[config.mk]
export PLATFORM = sky130hd
export DESIGN_NAME = twiddle_seq
export DESIGN_NICKNAME = d
export VERILOG_FILES = /design/src/rtl/twiddle_seq_pkg.sv /design/src/rtl/twiddle_rom.sv /design/src/rtl/twiddle_seq.sv
export SDC_FILE = /design/constraint.sdc
export NUM_CORES = 1
export LEC_CHECK = 0
export BUFFER_PORTS_ARGS = -buffer_cell sky130_fd_sc_hd__clkbuf_2
export CELL_PAD_IN_SITES_DETAIL_PLACEMENT = 1
export CELL_PAD_IN_SITES_GLOBAL_PLACEMENT = 2
export CORE_MARGIN = 2
export CORE_UTILIZATION = 33
export CTS_CLUSTER_SIZE = 40
export DETAILED_ROUTE_END_ITERATION = 16
export GPL_ROUTABILITY_DRIVEN = 0
export PLACE_DENSITY_LB_ADDON = 0.1
export SETUP_SLACK_MARGIN = 0.4
export SLEW_MARGIN = 5
export SYNTH_ARGS = -nofsm -noshare
export SYNTH_HDL_FRONTEND = slang
export SYNTH_SLANG_ARGS = --single-unit
[constraint.sdc]
create_clock -name clk -period 3 [get_ports clk]
set_input_delay 0.15 -clock clk [delete_from_list [all_inputs] [get_ports clk]]
set_output_delay 0.15 -clock clk [all_outputs]
set_load 0.005 [all_outputs]
[src/rtl/twiddle_seq_pkg.sv]
// ---------------------------------------------------------------------------
// twiddle_seq_pkg
// Shared definitions for the twiddle factor sequencer:
//   NMAX_LOG2     - log2 of the largest supported FFT size (64 points)
//   DATA_W/TWID_W - width of one twiddle component / packed {T_r, T_i} word
//   state_e       - sequencer FSM encoding
//   TWIDDLE_TABLE - W_64^e for e = 0..31 (half wave), packed {T_r, T_i},
//                   12-bit two's complement with 10 fractional bits
// Optional feature macro used by the sequencer: TWIDDLE_SEQ_INVERSE_EN
// ---------------------------------------------------------------------------
package twiddle_seq_pkg;

  localparam int NMAX_LOG2 = 6;
  localparam int DATA_W    = 12;
  localparam int TWID_W    = 2 * DATA_W;

  typedef enum logic [1:0] {
    IDLE = 2'd0,
    RUN  = 2'd1,
    DONE = 2'd2
  } state_e;

  // T_r = round(1024*cos(2*pi*e/64)), T_i = round(-1024*sin(2*pi*e/64)).
  // Only the upper half plane is ever needed because radix-2 DIF exponents
  // never reach N/2, so 32 entries cover every supported FFT size.
  localparam logic [TWID_W-1:0] TWIDDLE_TABLE [32] = '{
    24'h400000, 24'h3FBF9C, 24'h3ECF38, 24'h3D4ED7,
    24'h3B2E78, 24'h387E1D, 24'h353DC7, 24'h318D76,
    24'h2D4D2C, 24'h28ACE8, 24'h239CAD, 24'h1E3C79,
    24'h188C4E, 24'h129C2C, 24'h0C8C14, 24'h064C05,
    24'h000C00, 24'hF9CC05, 24'hF38C14, 24'hED7C2C,
    24'hE78C4E, 24'hE1DC79, 24'hDC7CAD, 24'hD76CE8,
    24'hD2CD2C, 24'hCE8D76, 24'hCADDC7, 24'hC79E1D,
    24'hC4EE78, 24'hC2CED7, 24'hC14F38, 24'hC05F9C
  };

endpackage

[src/rtl/twiddle_rom.sv]
// ---------------------------------------------------------------------------
// twiddle_rom
// Combinational twiddle lookup. The exponent of an N-point FFT is scaled to
// the 64-point table by shifting left by (6 - N_LOG2).
// Ports:
//   i_e    in  [4:0]  twiddle exponent e (0 .. N/2-1)
//   o_data out [23:0] {T_r, T_i} for W_N^e
// ---------------------------------------------------------------------------
module twiddle_rom
  import twiddle_seq_pkg::*;
#(
  parameter int N_LOG2 = 4
) (
  input  logic [NMAX_LOG2-2:0] i_e,
  output logic [TWID_W-1:0]    o_data
);

  localparam int SHIFT = NMAX_LOG2 - N_LOG2;

  logic [NMAX_LOG2-2:0] w_idx;

  // Scale the exponent to the 64-point table and read the packed entry
  assign w_idx  = i_e << SHIFT;
  assign o_data = TWIDDLE_TABLE[w_idx];

endmodule

[src/rtl/twiddle_seq.sv]
// ---------------------------------------------------------------------------
// twiddle_seq
// Streams radix-2 DIF twiddle factors for an N = 2**N_LOG2 point FFT:
// stages s = 0..N_LOG2-1, butterflies k = 0..N/2-1, exponent
// e = (k mod (N >> (s+1))) << s, one beat per valid/ready handshake.
// Ports:
//   clk      in   system clock, rising edge
//   rst      in   asynchronous active-high reset
//   start    in   one-cycle request to run a full sequence (ignored if busy)
//   busy     out  high in RUN and DONE
//   t_valid  out  beat present (RUN only)
//   t_ready  in   consumer accepts the beat
//   t_data   out  {T_r, T_i}, 12-bit signed Q1.10 each (registered)
//   t_stage  out  stage of the current beat (registered)
//   t_last   out  final beat of its stage (registered)
//   done     out  one-cycle pulse after the final beat transfers
//   inverse  in   only with TWIDDLE_SEQ_INVERSE_EN: sampled with start, selects
//                 conjugate twiddles (T_i negated) for the whole sequence
// ---------------------------------------------------------------------------
module twiddle_seq
  import twiddle_seq_pkg::*;
#(
  parameter int N_LOG2 = 4
) (
`ifdef TWIDDLE_SEQ_INVERSE_EN
  input  logic              inverse,
`endif
  input  logic              clk,
  input  logic              rst,
  input  logic              start,
  output logic              busy,
  output logic              t_valid,
  input  logic              t_ready,
  output logic [TWID_W-1:0] t_data,
  output logic [2:0]        t_stage,
  output logic              t_last,
  output logic              done
);

  localparam int          HALF_N = 1 << (N_LOG2 - 1);
  localparam logic [4:0]  K_MAX  = 5'(HALF_N - 1);
  localparam logic [2:0]  S_MAX  = 3'(N_LOG2 - 1);

  state_e              r_state;
  state_e              w_stateNext;
  logic [2:0]          r_s;
  logic [4:0]          r_k;
  logic [TWID_W-1:0]   r_data;
  logic                r_last;

  logic                w_xfer;
  logic                w_final;
  logic                w_load;
  logic [2:0]          w_beatS;
  logic [4:0]          w_beatK;
  logic                w_beatLast;
  logic [6:0]          w_span;
  logic [6:0]          w_mask;
  logic [4:0]          w_e;
  logic [TWID_W-1:0]   w_romData;
  logic [DATA_W-1:0]   w_ti;
  logic                w_invSel;

  assign w_xfer  = (r_state == RUN) && t_ready;
  assign w_final = (r_s == S_MAX) && (r_k == K_MAX);
  // Output registers are loaded with the first beat on an accepted start and
  // with the following beat on every transfer except the final one.
  assign w_load  = ((r_state == IDLE) && start) || (w_xfer && !w_final);

  // Coordinates of the beat to present next: (0,0) when starting, otherwise
  // the successor of the current beat with k wrapping into the next stage.
  always_comb begin
    w_beatS = 3'd0;
    w_beatK = 5'd0;
    if (r_state == RUN) begin
      if (r_k == K_MAX) begin
        w_beatS = r_s + 3'd1;
        w_beatK = 5'd0;
      end else begin
        w_beatS = r_s;
        w_beatK = r_k + 5'd1;
      end
    end
  end

  // Exponent of the next beat: k modulo the butterfly span of its stage,
  // scaled by the stage number. The span N >> (s+1) is a power of two, so
  // the modulo is a mask.
  assign w_span     = 7'(1 << N_LOG2) >> (w_beatS + 3'd1);
  assign w_mask     = w_span - 7'd1;
  assign w_e        = 5'(({2'b00, w_beatK} & w_mask) << w_beatS);
  assign w_beatLast = (w_beatK == K_MAX);

  twiddle_rom #(
    .N_LOG2 (N_LOG2)
  ) u_rom (
    .i_e    (w_e),
    .o_data (w_romData)
  );

`ifdef TWIDDLE_SEQ_INVERSE_EN
  logic r_inverse;

  // Direction is captured with start so the caller may change it mid-run
  always_ff @(posedge clk or posedge rst) begin
    if (rst) begin
      r_inverse <= 1'b0;
    end else if ((r_state == IDLE) && start) begin
      r_inverse <= inverse;
    end
  end

  // The first beat is loaded in the same cycle inverse is captured, so it
  // must see the live port value rather than the register.
  assign w_invSel = (r_state == IDLE) ? inverse : r_inverse;
`else
  assign w_invSel = 1'b0;
`endif

  // Conjugation only flips the sign of the imaginary part
  assign w_ti = w_invSel ? (12'd0 - w_romData[DATA_W-1:0]) : w_romData[DATA_W-1:0];

  // Beat counters and registered beat outputs; t_stage is the stage counter
  always_ff @(posedge clk or posedge rst) begin
    if (rst) begin
      r_s    <= 3'd0;
      r_k    <= 5'd0;
      r_data <= '0;
      r_last <= 1'b0;
    end else if (w_load) begin
      r_s    <= w_beatS;
      r_k    <= w_beatK;
      r_data <= {w_romData[TWID_W-1:DATA_W], w_ti};
      r_last <= w_beatLast;
    end
  end

  assign t_data  = r_data;
  assign t_stage = r_s;
  assign t_last  = r_last;

  // FSM state register
  always_ff @(posedge clk or posedge rst) begin
    if (rst) begin
      r_state <= IDLE;
    end else begin
      r_state <= w_stateNext;
    end
  end

  // FSM next state and status outputs; start is only honoured in IDLE
  always_comb begin
    w_stateNext = r_state;
    busy        = 1'b0;
    t_valid     = 1'b0;
    done        = 1'b0;
    case (r_state)
      IDLE: begin
        if (start) begin
          w_stateNext = RUN;
        end
      end
      RUN: begin
        busy    = 1'b1;
        t_valid = 1'b1;
        if (w_xfer && w_final) begin
          w_stateNext = DONE;
        end
      end
      DONE: begin
        busy        = 1'b1;
        done        = 1'b1;
        w_stateNext = IDLE;
      end
      default: begin
        w_stateNext = IDLE;
      end
    endcase
  end

endmodule

==> run_results.csv, run 1 <==
group,metric,value,unit
status,status,"complete, no violations",
clocking,ctsHtreeMaxLevel,1,
setup_path,cp_top_family,"simple AND/OR/NAND/NOR gates",
route,firstDrtPassIters,4,
timing,slew_headroom,27.4,%
layout,nets,235,
floorplanning,core.rowCount,25,
global_route,grt_pass1_vias,1303,
setup_path,critPathSlowestCell,"dfrtp_1",
floorplanning,io_pins,35,
layout,design_area,0.00219,mm2
timing,fin_skew,0.00585,ns
timing,tightest_slew,1.09,ns
power,sw_frac_of_total,41.0,%
floorplanning,coreArea,0.00482,mm2
yosys,synth-simple-area-share,18.3,%
setup_path,path_class,"flip-flop to flip-flop",
setup_path,path_cells,"ha_4, and4bb_4, nand2_2, o21ai_2, and2_4, ha_4, nor3b_2, o2111ai_2, buf_4, ha_4, nand2_2, a31oi_1",
route,wire_per_inst,16.3,um
layout,antenna_cells,0,
power,seqPwrFrac,30.2,%
power,powerDensity,897,mW/mm2
layout,drive_above_1_share,40.7,%
setup_path,crit_fanout,6,
layout,layout_commonest_cell,"clkbuf_2",
floorplanning,die_x,75.2,um
power,p_switching,806,uW
clocking,clock_latency,0.28,ns
route,final_antenna_net_count,0,
yosys,ys_top_cells_by_area,"dfrtp_1 (42%), ha_1 (10%), nand2_1 (4.9%), o21ai_0 (4.5%), a21oi_1 (3.6%)",
clocking,cts_buffers,3,
route,drc,0,
clocking,ctsHoldBuffers,0,
setup_path,critPathBufInv,1,
timing,setup_violations,0,
global_route,busiest_layer,"met2",
layout,final_cell_mix,"clkbuf_2 (31), dfrtp_1 (25), nand2_1 (18), buf_4 (17), o21ai_0 (14)",
global_route,antenna_found_initial,0,
job,maxCapViolations,0,
clocking,clockRootBuffer,"clkbuf_8",
yosys,synthAdderAreaFrac,10.5,%
yosys,async_reset_ff_share,100,%
power,p_int,1160,uW
power,combPwrFrac,54.0,%
timing,period_needed,2.54,ns
placed_design,post_dp_cell_area,0.00186,mm2
timing,fmax,393,MHz
yosys,yosys.area.top_type_share,41.9,%
power,pwr-share-clk,15.8,%
setup_path,critPathLaunchType,"flip-flop",
yosys,synthMuxAreaShare,0.823,%
yosys,synth_xor_area_share,0.524,%
power,p_leak,0.000995,uW
yosys,synth_area,0.00167,mm2
global_route,use_met1,22.6,%
timing,rsz0062_at_grt,"false",
setup_path,cpMostUsedCell,"ha_4",
global_route,grt_overflow_total,0,
floorplanning,start_util,34.7,%
yosys,yosys.area.top_type,"dfrtp_1",
placed_design,io_buffers,31,
yosys,synth_compound_area_share,20.4,%
timing,drv_slew,0,
global_route,grt_use_met2,24.1,%
yosys,synth_enable_flop_cells,0,
clocking,cts.sinks,28,
floorplanning,die_y,75.2,um
yosys,synth_top_flop_cell,"dfrtp_1",
worst_hold_path,min_path_type,"input pin to asynchronous set/reset pin",
yosys,synth_cell_types,38,
floorplanning,die_area,0.00565,mm2
yosys,yosysWarnings,0,
power,ir_worst_vdd,473,uV
yosys,synth_top_family_by_area,"compound AO/OA/AOI/OAI gates",
setup_path,rr_worst_depth,12,
clocking,tritoncts,"built",
global_route,use_met3,2.01,%
setup_path,rr_startpoint,"r_k[1]$_DFFE_PP0P_",
global_route,grt_pass1_wl,6.58,mm
route,viasPerCell,5.17,
setup_path,r2r_setup_slack,0.46,ns
global_route,grt.total_usage,15.3,%
timing,whs,0.109,ns
timing,finalHoldViolations,0,
setup_path,endpoint_kind,"flip-flop",
setup_path,arrival,2.75,ns
setup_path,worstPathRequired,3.21,ns
timing,tns,0,ns
yosys,synth-seq-cells,28,
placed_design,dpl.hpwl,3.02,mm
clocking,clk_pin_slew,0.11,ns
route,drt_iter0_markers,43,
layout,final_core_util,45.6,%
setup_path,r2r_end,"t_data[17]$_DFFE_PP0P_",
route,wl,4.61,mm
layout,syn2layout_area_growth,31.3,%
yosys,syn_avg_cell_area,9.55,um2
setup_path,slowest_delay,0.45,ns
timing,timing.final.crit_share,84.8,%
yosys,ys_seq_area_share,41.9,%
setup_path,worst-path-stages,12,
route,vias,1462,
global_route,grt_max_degree,29,
clocking,cts_buffer_depth,2,
yosys,synth_cells,175,
[power groups by stage]
| stage | Combinational (uW) | Clock, uW | Sequential, uW |
|---|---|---|---|
| 5_1_grt | 1190 | 330 | 614 |
| 6_report | 1060 | 310 | 595 |
| 2_1_floorplan | 598 | 0 | 600 |
| 3_3_place_gp | 835 | 0 | 596 |
| 4_1_cts | 904 | 313 | 596 |
| 3_5_place_dp | 853 | 0 | 606 |
[registers in the layout, indices dropped and copies added (netlist names)]
register	flops
r_k	5
r_state	2
t_data	17
t_last	1
t_stage	3
[kinds of logic (layout without fill, tap and decap cells)]
kind of cell	count (synthesis)	after routing
compound gates	48	48
xor+xnor	1	1
fa+ha+maj	14	14
buf+inv	20	59
flops	28	28
mux	1	1
other cells	1	3
simple gates	62	62
[stage by stage]
stage	setup WS (ns)	power, uW	cells
6_report	0.456	1970	283
5_1_grt	0.346	2130	283
4_1_cts	0.386	1810	273
3_5_place_dp	0.132	1460	266
3_3_place_gp	0.265	1430	266
2_1_floorplan	0.409	1200	177
[Yosys cell counts (2+ instances only)]
library cell	n
dfrtp_1	28
nor2b_1	4
a22o_1	4
nor2_1	14
nand2b_1	3
a21oi_1	12
o21ai_0	15
buf_6	2
a31oi_1	3
o31ai_1	4
and3_1	2
inv_1	7
nor3_1	2
buf_4	8
ha_1	14
nand3_1	7
clkbuf_1	2
and2_1	3
nand2_1	22
[layout make-up]
| class | count | area (um2) |
|---|---|---|
| inverter | 7 | 26.3 |
| clock buffer | 3 | 41.3 |
| clock inverter | 1 | 30.0 |
| sequential | 28 | 704 |
| timing repair buffer | 48 | 283 |
| tap | 67 | 83.8 |
| multi-input combinational | 129 | 1030 |
| fill | 571 | 2620 |
[layer usage]
layer	wire length [um]	share of wire, %
met3	96	2.1
met2	2240	48
met4	16	0.35
met1	2260	49
met5	0	0
[how the worst max path moves through the flow]
stage | start | endpoint | slack (ns)
6_report | r_k[1]$_DFFE_PP0P_ | t_data[17]$_DFFE_PP0P_ | 0.46
3_5_place_dp | r_k[0]$_DFFE_PP0P_ | t_data[20]$_DFFE_PP0P_ | 0.13
4_1_cts | r_k[1]$_DFFE_PP0P_ | t_data[20]$_DFFE_PP0P_ | 0.39
2_1_floorplan | r_k[0]$_DFFE_PP0P_ | t_data[15]$_DFFE_PP0P_ | 0.41
3_3_place_gp | r_k[0]$_DFFE_PP0P_ | t_data[20]$_DFFE_PP0P_ | 0.27
5_1_grt | r_k[1]$_DFFE_PP0P_ | t_data[22]$_DFFE_PP0P_ | 0.35
[timing repair]
| item | 4_1_cts | 5_1_grt |
|---|---|---|
| setup buffers | 3 | 10 |
| endpoints found under the setup margin | 15 | 13 |
| pin swaps | 2 | 11 |
| resized for setup | 6 | 29 |
| hold endpoints to repair | 0 | 0 |
Power figures use the tool's default switching activity.
==> run 2, diff against run 1 <==
Clock period 3 ns to 2.5 ns, I/O delays scaled along.
==> run 2 against run 1 <==
  * The run now ends with negative setup slack left
  * Sequential power is 21% higher
  * Fmax is 1.7% higher
  * Cell count is 6.4% higher
  * Utilization is 6.4 points higher
  * Critical path type unchanged
  * Largest cell class unchanged
==> run_results.csv, run 2 (synthesis results as in run 1) <==
group,metric,value,unit
status,status,"complete, but fails checks",
status,failed_checks,"negative setup slack",
layout,layout_commonest_cell,"clkbuf_2",
timing,period_needed,2.50,ns
timing,slew_headroom,62.7,%
setup_path,crit_end,"t_data[17]$_DFFE_PP0P_",
clocking,clock_latency,0.28,ns
timing,rsz0062_at_grt,"true",
global_route,grt_overflow_total,0,
layout,largest_reg_flops,17,
power,pwr-share-clk,13.9,%
layout,nets,253,
route,drc,0,
timing,fin_ws,-0.00116,ns
floorplanning,start_util,34.7,%
layout,antenna_cells,0,
floorplanning,die_x,75.2,um
global_route,grt_max_degree,25,
clocking,cts_buffers,3,
layout,drive_above_1_share,49.1,%
setup_path,arrival,2.70,ns
setup_path,endpoint_kind,"flip-flop",
power,p_switching,1110,uW
power,ir_worst_vdd,473,uV
floorplanning,io_pins,35,
clocking,cts.sinks,28,
layout,seq_area,702,um2
layout,nFillCells,555,
timing,finalHoldViolations,0,
placed_design,io_buffers,31,
power,sw_frac_of_total,41.4,%
power,powerDensity,1070,mW/mm2
timing,tns,-0.00116,ns
floorplanning,die_y,75.2,um
layout,final_cell_mix,"clkbuf_2 (31), buf_4 (27), dfrtp_1 (27), nand2_1 (17), o21ai_0 (14)",
setup_path,crit_fanout,4,
setup_path,rr_worst_depth,12,
placed_design,dpl.hpwl,3.32,mm
setup_path,cp-startpoint,"r_k[1]$_DFFE_PP0P_",
route,wire_per_inst,17.9,um
placed_design,place_inst,272,
power,seqPwrFrac,26.8,%
global_route,grt_pass1_vias,1586,
route,drt_iter0_markers,73,
clocking,tritoncts,"built",
clocking,cts_buffer_depth,2,
global_route,grt_pass1_wl,7.95,mm
route,wl,5.39,mm
setup_path,rr_startpoint,"r_k[1]$_DFFE_PP0P_",
setup_path,r2r_setup_slack,-0.001,ns
worst_hold_path,min_path_type,"input pin to flip-flop",
global_route,antenna_found_initial,0,
power,p_int,1580,uW
clocking,clockRootBuffer,"clkbuf_8",
timing,timing.final.crit_share,100,%
power,p_leak,0.00112,uW
setup_path,critPathLaunchType,"flip-flop",
clocking,ctsHtreeMaxLevel,1,
timing,tightest_slew,0.554,ns
layout,instances_no_fill,301,
floorplanning,die_area,0.00565,mm2
route,viasPerCell,5.15,
route,final_antenna_net_count,0,
global_route,grt.total_usage,18.5,%
timing,drv_slew,0,
setup_path,path_class,"flip-flop to flip-flop",
setup_path,worstPathRequired,2.70,ns
timing,setup_violations,1,
placed_design,pre_cts_ws,-0.0779,ns
floorplanning,core.rowCount,25,
route,firstDrtPassIters,4,
layout,syn2layout_area_growth,49.8,%
floorplanning,coreArea,0.00482,mm2
timing,fin_skew,0.00296,ns
route,vias,1551,
clocking,clk_pin_slew,0.11,ns
layout,multi_input_area,0.00116,mm2
power,combPwrFrac,59.3,%
job,maxCapViolations,0,
timing,fmax,400,MHz
setup_path,r2r_end,"t_data[17]$_DFFE_PP0P_",
run 2: worst max-delay path: stages, from the launching register on:
cell       delay [ns]
dfrtp_1          0.44
ha_4             0.20
and4bb_4         0.22
nand2_2          0.08
o21ai_2          0.05
and2_4           0.14
ha_4             0.17
nor3b_4          0.22
o2111ai_4        0.18
buf_6            0.18
ha_4             0.29
nand2_4          0.05
a31oi_1          0.19
run 2: worst min-delay path by stage:
| stage | cells past startpoint | slack, ns | end | startpoint |
|---|---|---|---|---|
| 4_1_cts | 5 | 0.33 | r_state[0]$_DFFE_PP0P_ | start |
| 5_1_grt | 5 | 0.41 | t_data[8]$_DFFE_PP0P_ | start |
| 3_5_place_dp | 2 | 0.17 | r_k[3]$_DFFE_PP0P_ | rst |
| 3_3_place_gp | 2 | 0.16 | r_k[3]$_DFFE_PP0P_ | rst |
| 2_1_floorplan | 1 | 0.19 | r_k[1]$_DFFE_PP0P_ | rst |
| 6_report | 5 | 0.37 | r_state[0]$_DFFE_PP0P_ | start |
run 2: through the flow:
step	cell area, um2	hold WS, ns	utilization (%)	total power [uW]
2_1_floorplan	1750	0.190	-	1490
6_report	2500	0.373	52.0	2690
3_3_place_gp	1970	0.158	40.9	1780
4_1_cts	2240	0.331	46.6	2380
3_5_place_dp	1970	0.168	40.9	1830
5_1_grt	2500	0.411	52.0	2880
run 2: power by group through the flow:
| stage | sequential, uW | clock [uW] | combinational, uW |
|---|---|---|---|
| after floorplan | 732 | 0 | 755 |
| after global placement | 718 | 0 | 1070 |
| after detailed placement | 736 | 0 | 1090 |
| after CTS | 726 | 385 | 1270 |
| after global routing | 745 | 400 | 1740 |
| final | 721 | 373 | 1590 |
run 2: layer usage:
layer / GRT usage, % / routed length [um]
met3: 2.54 / 124
met4: 7.02 / 116
met5: 0 / 0
met1: 24.1 / 2420
met2: 31.2 / 2730
run 2: repair_timing:
action / in CTS / in global routing
buffers inserted: 11 / 12
cloned: 0 / 1
hold buffers: 1 / 0
gates resized for setup: 19 / 32
pin swaps: 10 / 10
setup endpoints to repair: 16 / 23
hold endpoints to repair: 11 / 0
run 2: cell type report:
cell class                 instances  area share, %
clock buffer                       3           1.65
clock inverter                     1           1.20
inverter                           7           1.15
multi-input combinational        130           46.5
sequential                        28           28.0
tap                               67           3.35
timing repair buffer              65           18.1
